$ cat config.mk
export PLATFORM = sky130hd
export DESIGN_NAME = ram_bist
export DESIGN_NICKNAME = d
export VERILOG_FILES = /design/src/rtl/ram_bist.sv
export SDC_FILE = /design/constraint.sdc
export NUM_CORES = 1
export LEC_CHECK = 0
export ABC_AREA = 1
export CAP_MARGIN = 20
export CORE_MARGIN = 10
export CORE_UTILIZATION = 33
export CTS_CLUSTER_DIAMETER = 80
export DETAILED_ROUTE_END_ITERATION = 10
export GPL_ROUTABILITY_DRIVEN = 1
export PLACE_DENSITY = 0.74
export SYNTH_ARGS = -nofsm -noshare
export SYNTH_HDL_FRONTEND = slang
export SYNTH_SLANG_ARGS = --single-unit
$ cat constraint.sdc
create_clock -name clk -period 1.83 [get_ports clk]
set_clock_uncertainty 0.2 [all_clocks]
set_input_delay 0.366 -clock clk [delete_from_list [all_inputs] [get_ports clk]]
set_output_delay 0.366 -clock clk [all_outputs]
set_load 0.02 [all_outputs]
$ cat src/rtl/ram_bist.sv
// ram_bist: March-style built-in self-test for a single-port RAM. It owns the
// RAM's addr/din/write_en and runs four elements:
//   up(w BG), up(r BG, w ~BG), down(r ~BG, w BG), down(r BG)
// then reports pass/fail.
// Ports: clk/rst (async active-high), start (one-cycle request),
//        mem_addr/mem_din/mem_write_en/mem_dout (RAM side),
//        busy/done/pass (status), fail_addr/fail_data (first-failure log).
// Optional: define RAM_BIST_FAIL_LOG_EN to capture the first failing address
// and data; otherwise fail_addr/fail_data are constant zero.
// Parameters: READ_LATENCY = 0 (async read) or 1 (registered BRAM read).

module ram_bist #(
    parameter int               WIDTH        = 16,
    parameter int               ADDR_WIDTH   = 8,
    parameter int               READ_LATENCY = 0,
    parameter logic [WIDTH-1:0] BG           = WIDTH'(16'hA5A5)
) (
    input  logic                  clk,
    input  logic                  rst,
    input  logic                  start,
    output logic [ADDR_WIDTH-1:0] mem_addr,
    output logic [WIDTH-1:0]      mem_din,
    output logic                  mem_write_en,
    input  logic [WIDTH-1:0]      mem_dout,
    output logic                  busy,
    output logic                  done,
    output logic                  pass,
    output logic [ADDR_WIDTH-1:0] fail_addr,
    output logic [WIDTH-1:0]      fail_data
);

    localparam logic [3:0] S_IDLE  = 4'd0;
    localparam logic [3:0] S_M0_W  = 4'd1;
    localparam logic [3:0] S_M1_R  = 4'd2;
    localparam logic [3:0] S_M1_WT = 4'd3;
    localparam logic [3:0] S_M1_W  = 4'd4;
    localparam logic [3:0] S_M2_R  = 4'd5;
    localparam logic [3:0] S_M2_WT = 4'd6;
    localparam logic [3:0] S_M2_W  = 4'd7;
    localparam logic [3:0] S_M3_R  = 4'd8;
    localparam logic [3:0] S_M3_WT = 4'd9;
    localparam logic [3:0] S_FIN   = 4'd10;

    localparam logic [ADDR_WIDTH-1:0] ADDR_LAST = '1;
    localparam logic [ADDR_WIDTH-1:0] ADDR_ONE  = ADDR_WIDTH'(1);
    // With a registered read the data for the *_R address arrives one cycle
    // later, so a wait state is inserted and the compare moves into it.
    localparam bit REG_RD = (READ_LATENCY == 1);

    logic [3:0]            state_q, state_d;
    logic [ADDR_WIDTH-1:0] addr_q,  addr_d;
    logic [WIDTH-1:0]      din_q,   din_d;
    logic                  we_q,    we_d;
    logic                  busy_q,  busy_d;
    logic                  done_q,  done_d;
    logic                  pass_q,  pass_d;

    logic                  cmp_en;
    logic [WIDTH-1:0]      exp_dat;
    logic                  mismatch;

    always_comb begin
        state_d = state_q;
        addr_d  = addr_q;
        busy_d  = busy_q;
        done_d  = done_q;
        pass_d  = pass_q;
        cmp_en  = 1'b0;
        exp_dat = BG;

        case (state_q)
            S_IDLE: begin
                if (start) begin
                    state_d = S_M0_W;
                    addr_d  = '0;
                    busy_d  = 1'b1;
                    done_d  = 1'b0;
                    pass_d  = 1'b1;
                end
            end
            S_M0_W: begin
                if (addr_q == ADDR_LAST) begin
                    state_d = S_M1_R;
                    addr_d  = '0;
                end else begin
                    addr_d = addr_q + ADDR_ONE;
                end
            end
            S_M1_R: begin
                exp_dat = BG;
                if (REG_RD) begin
                    state_d = S_M1_WT;
                end else begin
                    cmp_en  = 1'b1;
                    state_d = S_M1_W;
                end
            end
            S_M1_WT: begin
                exp_dat = BG;
                cmp_en  = 1'b1;
                state_d = S_M1_W;
            end
            S_M1_W: begin
                if (addr_q == ADDR_LAST) begin
                    state_d = S_M2_R;
                    addr_d  = ADDR_LAST;
                end else begin
                    state_d = S_M1_R;
                    addr_d  = addr_q + ADDR_ONE;
                end
            end
            S_M2_R: begin
                exp_dat = ~BG;
                if (REG_RD) begin
                    state_d = S_M2_WT;
                end else begin
                    cmp_en  = 1'b1;
                    state_d = S_M2_W;
                end
            end
            S_M2_WT: begin
                exp_dat = ~BG;
                cmp_en  = 1'b1;
                state_d = S_M2_W;
            end
            S_M2_W: begin
                if (addr_q == '0) begin
                    state_d = S_M3_R;
                    addr_d  = ADDR_LAST;
                end else begin
                    state_d = S_M2_R;
                    addr_d  = addr_q - ADDR_ONE;
                end
            end
            S_M3_R, S_M3_WT: begin
                exp_dat = BG;
                if (REG_RD && (state_q == S_M3_R)) begin
                    state_d = S_M3_WT;
                end else begin
                    cmp_en = 1'b1;
                    if (addr_q == '0) begin
                        // busy drops on entry to FIN; done follows one cycle later.
                        state_d = S_FIN;
                        busy_d  = 1'b0;
                    end else begin
                        state_d = S_M3_R;
                        addr_d  = addr_q - ADDR_ONE;
                    end
                end
            end
            S_FIN: begin
                done_d  = 1'b1;
                state_d = S_IDLE;
            end
            default: begin
                state_d = S_IDLE;
                busy_d  = 1'b0;
            end
        endcase

        mismatch = cmp_en && (mem_dout != exp_dat);
        if (mismatch) begin
            pass_d = 1'b0;
        end

        // RAM-side outputs are registered, so they are decoded from the
        // state being entered. din holds its last value on read cycles.
        we_d  = (state_d == S_M0_W) || (state_d == S_M1_W) || (state_d == S_M2_W);
        din_d = din_q;
        if ((state_d == S_M0_W) || (state_d == S_M2_W)) begin
            din_d = BG;
        end else if (state_d == S_M1_W) begin
            din_d = ~BG;
        end
    end

    always_ff @(posedge clk or posedge rst) begin
        if (rst) begin
            state_q <= S_IDLE;
            addr_q  <= '0;
            din_q   <= '0;
            we_q    <= 1'b0;
            busy_q  <= 1'b0;
            done_q  <= 1'b0;
            pass_q  <= 1'b0;
        end else begin
            state_q <= state_d;
            addr_q  <= addr_d;
            din_q   <= din_d;
            we_q    <= we_d;
            busy_q  <= busy_d;
            done_q  <= done_d;
            pass_q  <= pass_d;
        end
    end

    assign mem_addr     = addr_q;
    assign mem_din      = din_q;
    assign mem_write_en = we_q;
    assign busy         = busy_q;
    assign done         = done_q;
    assign pass         = pass_q;

`ifdef RAM_BIST_FAIL_LOG_EN
    logic [ADDR_WIDTH-1:0] fail_addr_q;
    logic [WIDTH-1:0]      fail_data_q;
    logic                  start_acc;

    assign start_acc = (state_q == S_IDLE) && start;

    // pass_q is still 1 exactly until the first mismatch of a run, so it
    // doubles as the "nothing logged yet" flag.
    always_ff @(posedge clk or posedge rst) begin
        if (rst) begin
            fail_addr_q <= '0;
            fail_data_q <= '0;
        end else if (start_acc) begin
            fail_addr_q <= '0;
            fail_data_q <= '0;
        end else if (mismatch && pass_q) begin
            fail_addr_q <= addr_q;
            fail_data_q <= mem_dout;
        end
    end

    assign fail_addr = fail_addr_q;
    assign fail_data = fail_data_q;
`else
    assign fail_addr = '0;
    assign fail_data = '0;
`endif

endmodule

==> flow_summary_export.csv, run 1 <==
group,metric,value,unit
sta,setup_viol,0,
sta,max_slew_margin,64.8,%
global_routing,grt_pass1_vias,1728,
synthesis,ys_warn_count,0,
critical_path,worstPathCellList,"clkdlybuf4s50_1",
sta,hold_violations,0,
die,die_w,93.5,um
placement,portBuffers,46,
clocking,cts_tree,"yes",
final_layout,drive_gt1_share,14.5,%
clocking,ctsLongestPathBuffers,2,
final_layout,antenna_cells,0,
die,fp.dieH,93.5,um
detailed_routing,drc,0,
sta,worst_slew_pin_slew,0.529,ns
power,power_density,374,nW/um^2
final_layout,layout_common_cells,"nand2_1, inv_1, conb_1",
synthesis,synthCells,275,
detailed_routing,firstDrtPassIters,4,
detailed_routing,drt_iter0_markers,155,
synthesis,synth_area_leaders,"dfrtp_1, nand2_1, buf_4, nand3_1, inv_1",
power,p_seq_share,47.1,%
critical_path,cp.arrival,1.24,ns
placement,dp_hpwl,3.80,mm
final_layout,nets,339,
global_routing,grt_pass1_wl,7.78,mm
placement,dp.cells,383,
power,p_total,0.847,mW
global_routing,grt_overflow,0,
critical_path,path_buf_inv,1,
sta,tns,0,ns
critical_path,worstPathMaxFanout,2,
power,intPower,0.631,mW
placement,place_ws,0.0391,ns
global_routing,antenna_found_initial,0,
detailed_routing,vias,1770,
power,power.leakage,1.22,nW
power,p_comb_share,13.2,%
global_routing,gr-usage-all-layers,10.5,%
die,pin_count,71,
die,rows,26,
critical_path,critPathRequiredTime,1.26,ns
sta,finalWorstSetupSlack,0.0275,ns
final_layout,final_cells,387,
sta,fmaxAchievable,0.555,GHz
run,drv_cap,0,
critical_path,cpPeakStageDelay,0.62,ns
die,core_area,5170,sq um
synthesis,yosysSeqAreaShare,25.3,%
power,ir_worst_vdd,0.186,mV
final_layout,finish.instance_area,2260,sq um
power,switching_share,25.5,%
die,start_util,34.4,%
detailed_routing,antenna_left,0,
power,power_switching,0.216,mW
synthesis,synth.top_cell.area_share,25.3,%
critical_path,critPathLaunchType,"register",
final_layout,final_common_cell,"nand2_1",
sta,drv_slew,0,
detailed_routing,drt-wirelength-per-cell,12.4,um
sta,min_period,1.80,ns
final_layout,area_growth,27.2,%
placement,place_area,2170,sq um
synthesis,synth.avg_cell_area,6.47,sq um
detailed_routing,wirelength,4.81,mm
clocking,cts_hold_buffers,0,
die,dieArea,8730,sq um
min_path,hold_class,"primary input to asynchronous set/reset pin",
clocking,cts_setup_buffers,0,
placement,gp_congestion,0.937,
clocking,cts.sinks,18,
final_layout,fin_util,43.8,%
sta,fin_hold_ws,0.232,ns
clocking,cts-root-buf,"clkbuf_8",
clocking,clk_latency,0.26,ns
detailed_routing,vias_per_cell,4.57,
synthesis,synth.distinct_cells,29,
global_routing,grt_start_max_net_pins,19,
critical_path,end_kind,"output port",
critical_path,cp_slowest_cell,"clkdlybuf4s50_1",
power,pwr-share-clk,39.7,%
critical_path,cpLargestDelayFamily,"buffers and inverters",
sta,finalCritPeriodShare,98.5,%
outcome,status,"finished, final reports clean",
synthesis,ys_ff_latch,18,
clocking,htreeDepth,1,
clocking,clk_pin_slew_worst_paths,0.07,ns
synthesis,synth.cell_area,1780,sq um
critical_path,crit_type,"register to output port",
synthesis,yosysTopAreaCell,"dfrtp_1",
clocking,cts_buffers,3,
area by class of cell:
class / instances / area [sq um]
well taps: 70 / 87.6
repair buffers: 55 / 504
inverters: 31 / 116
fillers: 519 / 2910
clock buffers: 4 / 55.1
flip-flops and latches: 18 / 450
multi-input cells: 209 / 1050
power groups by stage:
stage | clock [mW] | combinational [mW] | sequential (mW)
after global routing | 0.355 | 0.121 | 0.399
after floorplan | 0 | 0.0970 | 0.408
final | 0.337 | 0.112 | 0.399
after detailed placement | 0 | 0.110 | 0.407
after global placement | 0 | 0.108 | 0.407
after CTS | 0.342 | 0.110 | 0.399
per-layer routing:
layer	global-route usage, %	wire [um]	vias up
li1	-	-	887
met1	11.7	1910	793
met2	19.2	2430	81
met3	1.84	379	9
met4	4.37	83	0
met5	0	0	-
Yosys cell counts, drive strengths merged:
library cell,count
a211oi,1
a21oi,4
a31oi,1
buf,40
clkinv,1
conb,1
dfrtp,18
ha,2
inv,30
nand2,96
nand3,25
nand3b,1
nand4,4
nor2,32
nor3,3
nor4,2
o21ai,11
xnor2,1
xor2,2
registers in the layout, indices dropped and copies added, names as in the netlist:
| signal | cells |
|---|---|
| mem_addr | 8 |
| state_q | 4 |
| mem_din | 2 |
| busy | 1 |
| done | 1 |
| mem_write_en | 1 |
| pass | 1 |
worst reg2reg max path, cell delays in order (launching register included):
cell and delay, ns:
dfrtp_1 0.43, inv_2 0.10, ha_4 0.14, nand2_2 0.06, nor2_4 0.18, nand2_2 0.10, a211oi_2 0.28, nand3_1 0.10
logic make-up after synthesis:
group | share of synthesized area [%]
simple gates | 42.6
fa+ha+maj | 1.41
other cells | 0.211
flops | 25.3
compound gates | 5.20
buf+inv | 23.8
xor+xnor | 1.48
timing repair:
| item | 4_1_cts | 5_1_grt |
|---|---|---|
| cloned | 0 | 0 |
| pin swaps | 0 | 4 |
| setup endpoints to repair | 23 | 12 |
| gates resized for setup | 23 | 17 |
worst paths after layout:
| path | end | slack (ns) | depth (start not counted) | start |
|---|---|---|---|---|
| setup / recovery | done | 0.03 | 1 | done |
| min in group clk | busy | 0.29 | 2 | busy |
| setup reg to reg | state_q[0] | 0.12 | 7 | mem_addr[1] |
| hold / removal | mem_write_en | 0.23 | 3 | rst |
| max in group asynchronous | busy | 0.99 | 3 | rst |
| hold reg to reg | busy | 0.29 | 2 | busy |
Note: power is estimated with default switching activity, not from simulation.
==> run 2: changes to the inputs <==
--- a/config.mk
+++ b/config.mk
@@ -13,6 +13,7 @@
 export DETAILED_ROUTE_END_ITERATION = 10
 export GPL_ROUTABILITY_DRIVEN = 1
 export PLACE_DENSITY = 0.74
+export SLEW_MARGIN = 20
 export SYNTH_ARGS = -nofsm -noshare
 export SYNTH_HDL_FRONTEND = slang
 export SYNTH_SLANG_ARGS = --single-unit
==> results of run 2 <==
The final DEF is identical to that of run 1; final timing and power are the same.
==> run 3: changes to the inputs <==
==> config.mk (replaced) <==
export PLATFORM = sky130hd
export DESIGN_NAME = ram_bist
export DESIGN_NICKNAME = d
export VERILOG_FILES = /design/src/rtl/ram_bist.sv
export SDC_FILE = /design/constraint.sdc
export NUM_CORES = 1
export LEC_CHECK = 0
export ABC_AREA = 0
export CAP_MARGIN = 20
export CORE_MARGIN = 10
export CORE_UTILIZATION = 33
export CTS_CLUSTER_DIAMETER = 80
export DETAILED_ROUTE_END_ITERATION = 10
export PLACE_DENSITY = 0.73
export SYNTH_ARGS = -nofsm -noshare
export SYNTH_HDL_FRONTEND = slang
export SYNTH_SLANG_ARGS = --single-unit
==> flow_summary_export.csv, run 3 <==
group,metric,value,unit
outcome,status,"finished with violations",
outcome,violations,"negative setup slack",
critical_path,worstPathCellList,"inv_2, ha_4, nor3b_4, nand2_4, a32oi_4, buf_12, buf_6, nand2_2, o21ai_1",
clocking,cts_tree,"yes",
global_routing,gr-usage-all-layers,13.0,%
synthesis,yosys-top-cells-count,"buf_4, dfrtp_1, nand2_1, a21oi_1, nor2_1",
min_path,hold_class,"primary input to asynchronous set/reset pin",
placement,portBuffers,46,
die,fp.dieH,94.5,um
clocking,cts.sinks,18,
synthesis,yosysSeqAreaShare,24.6,%
final_layout,area_growth,59.5,%
global_routing,grt_pass1_vias,2034,
critical_path,end_kind,"register",
sta,setup_viol,14,
sta,hold_violations,0,
detailed_routing,drc,0,
final_layout,finish.instance_area,2920,sq um
final_layout,drive_gt1_share,42.6,%
synthesis,ys_warn_count,0,
synthesis,synth_edf_count,0,
clocking,ctsLongestPathBuffers,2,
detailed_routing,firstDrtPassIters,4,
placement,dp_hpwl,4.51,mm
sta,finalWorstSetupSlack,-0.160,ns
die,die_w,94.5,um
detailed_routing,drt-wirelength-per-cell,16.8,um
synthesis,synth_area_leaders,"dfrtp_1, buf_4, a21oi_1, nand2_1, o21ai_0",
critical_path,critPathRequiredTime,1.81,ns
critical_path,critPathLaunchType,"register",
detailed_routing,antenna_left,0,
placement,gp_congestion,0.894,
die,pin_count,71,
global_routing,grt_start_max_net_pins,19,
critical_path,cp.arrival,1.97,ns
synthesis,ys_ff_latch,18,
global_routing,grt_overflow,0,
die,start_util,33.7,%
die,core_area,5440,sq um
critical_path,cp_slowest_cell,"dfrtp_2",
final_layout,antenna_cells,0,
detailed_routing,drt_iter0_markers,248,
clocking,cts_hold_buffers,0,
sta,finalCritPeriodShare,109,%
critical_path,crit_type,"register to register",
sta,rsz0062_at_grt,"true",
synthesis,synth.top_cell.area_share,24.6,%
synthesis,synth.distinct_cells,63,
die,rows,27,
die,dieArea,8940,sq um
critical_path,worstPathMaxFanout,5,
final_layout,largest_register_ffs,8,
synthesis,synthArstFlopShare,100,%
power,ir_worst_vdd,0.223,mV
global_routing,antenna_found_initial,0,
critical_path,cpPeakStageDelay,0.44,ns
synthesis,synth_ff_type,"dfrtp_1",
detailed_routing,wirelength,6.56,mm
synthesis,yosysMostFrequentCell,"buf_4",
final_layout,final_common_cell,"buf_4",
synthesis,yosysTopAreaCell,"dfrtp_1",
clocking,htreeDepth,1,
sta,fmaxAchievable,0.503,GHz
power,power.leakage,1.38,nW
clocking,cts_buffers,3,
final_layout,fin_util,53.8,%
clocking,cts-root-buf,"clkbuf_8",
synthesis,synth.cell_area,1830,sq um
sta,min_period,1.99,ns
detailed_routing,vias,2003,
clocking,clk_pin_slew_worst_paths,0.09,ns
placement,place_area,2580,sq um
final_layout,nets,341,
final_layout,layout_common_cells,"buf_4, dlygate4sd2_1, conb_1",
run,drv_cap,0,
detailed_routing,vias_per_cell,5.12,
power,power_density,295,nW/um^2
global_routing,grt_pass1_wl,9.60,mm
critical_path,r2r_slack,-0.16,ns
synthesis,synth.avg_cell_area,8.22,sq um
sta,drv_slew,0,
clocking,clk_latency,0.27,ns
synthesis,synthCells,223,
## run 3: cell count changes in the layout (fill, tap and decap cells not counted), sizes merged, moves of 5 or more
cell and delta:
nor2 -18, clkbuf +5, a21oi +9, a31oi +5, buf +62, nor2b +5
inv -19, nand2b +5, clkdlybuf4s50 -10, nand3 -17, o21ai +8, nand2 -80
## run 3: final timing paths
check | start | end | cells past startpoint
max | mem_addr[0] | mem_addr[3] | 9
min | rst | mem_write_en | 3
max reg2reg | mem_addr[0] | mem_addr[3] | 9
min reg2reg | busy | busy | 1
max in group asynchronous | rst | mem_addr[2] | 3
min in group clk | busy | busy | 1
## run 3: final cells by class
type	instances	area, sq um
repair buffers	118	1000
well taps	72	90.1
clock buffers	4	55.1
flip-flops and latches	18	459
multi-input cells	168	1270
inverters	11	41.3
fillers	488	2510
## run 3: kinds of logic after synthesis
kind of cell | Yosys count | synth area share [%]
multiplexers | 2 | 1.16
AO/OA/AOI/OAI | 62 | 24.2
adder cells (fa/ha/maj) | 2 | 1.36
flip-flops | 18 | 24.6
buffers and inverters | 60 | 21.6
other | 1 | 0.205
AND/OR/NAND/NOR | 76 | 25.9
XOR/XNOR | 2 | 0.956
## run 3: timing repair
item / CTS / global route
resized for setup: 63 / 32
setup buffers: 7 / 8
cloned: 0 / 1
endpoints found under the setup margin: 40 / 21
pin swaps: 17 / 18
## run 3: per-layer routing
layer	vias up	global-route usage, %	wire length [um]
met4	0	4.49	225
met2	105	22.9	3280
met1	929	15.6	2550
li1	945	-	-
met3	24	1.98	508
met5	-	0	0
## run 3: metrics by stage
step / hold slack, ns / setup slack, ns / TNS (ns) / instances / power [mW]
after CTS: 0.232 / -0.0798 / -0.395 / 383 / 0.856
after global routing: 0.237 / -0.225 / -1.99 / 391 / 0.893
after detailed placement: 0.302 / -0.467 / -1.98 / 374 / 0.512
after floorplan: 0.104 / -0.168 / -0.710 / 246 / 0.501
final: 0.218 / -0.160 / -1.05 / 391 / 0.862
after global placement: 0.290 / -0.404 / -1.72 / 374 / 0.509
## run 3: worst max-delay path: cells and delay by family, from the launching register on
kind	cells	cell delay [ns]
AOI/OAI and AO/OA	2	0.40
adders and majority gates	1	0.13
buffers and inverters	3	0.33
DFF	1	0.44
and+or+nand+nor	3	0.40
## run 3: where the power goes
group	switching, mW	internal (mW)	total (mW)
Clock	0.166	0.192	0.358
Combinational	0.0694	0.0373	0.107
Sequential	0	0.397	0.397
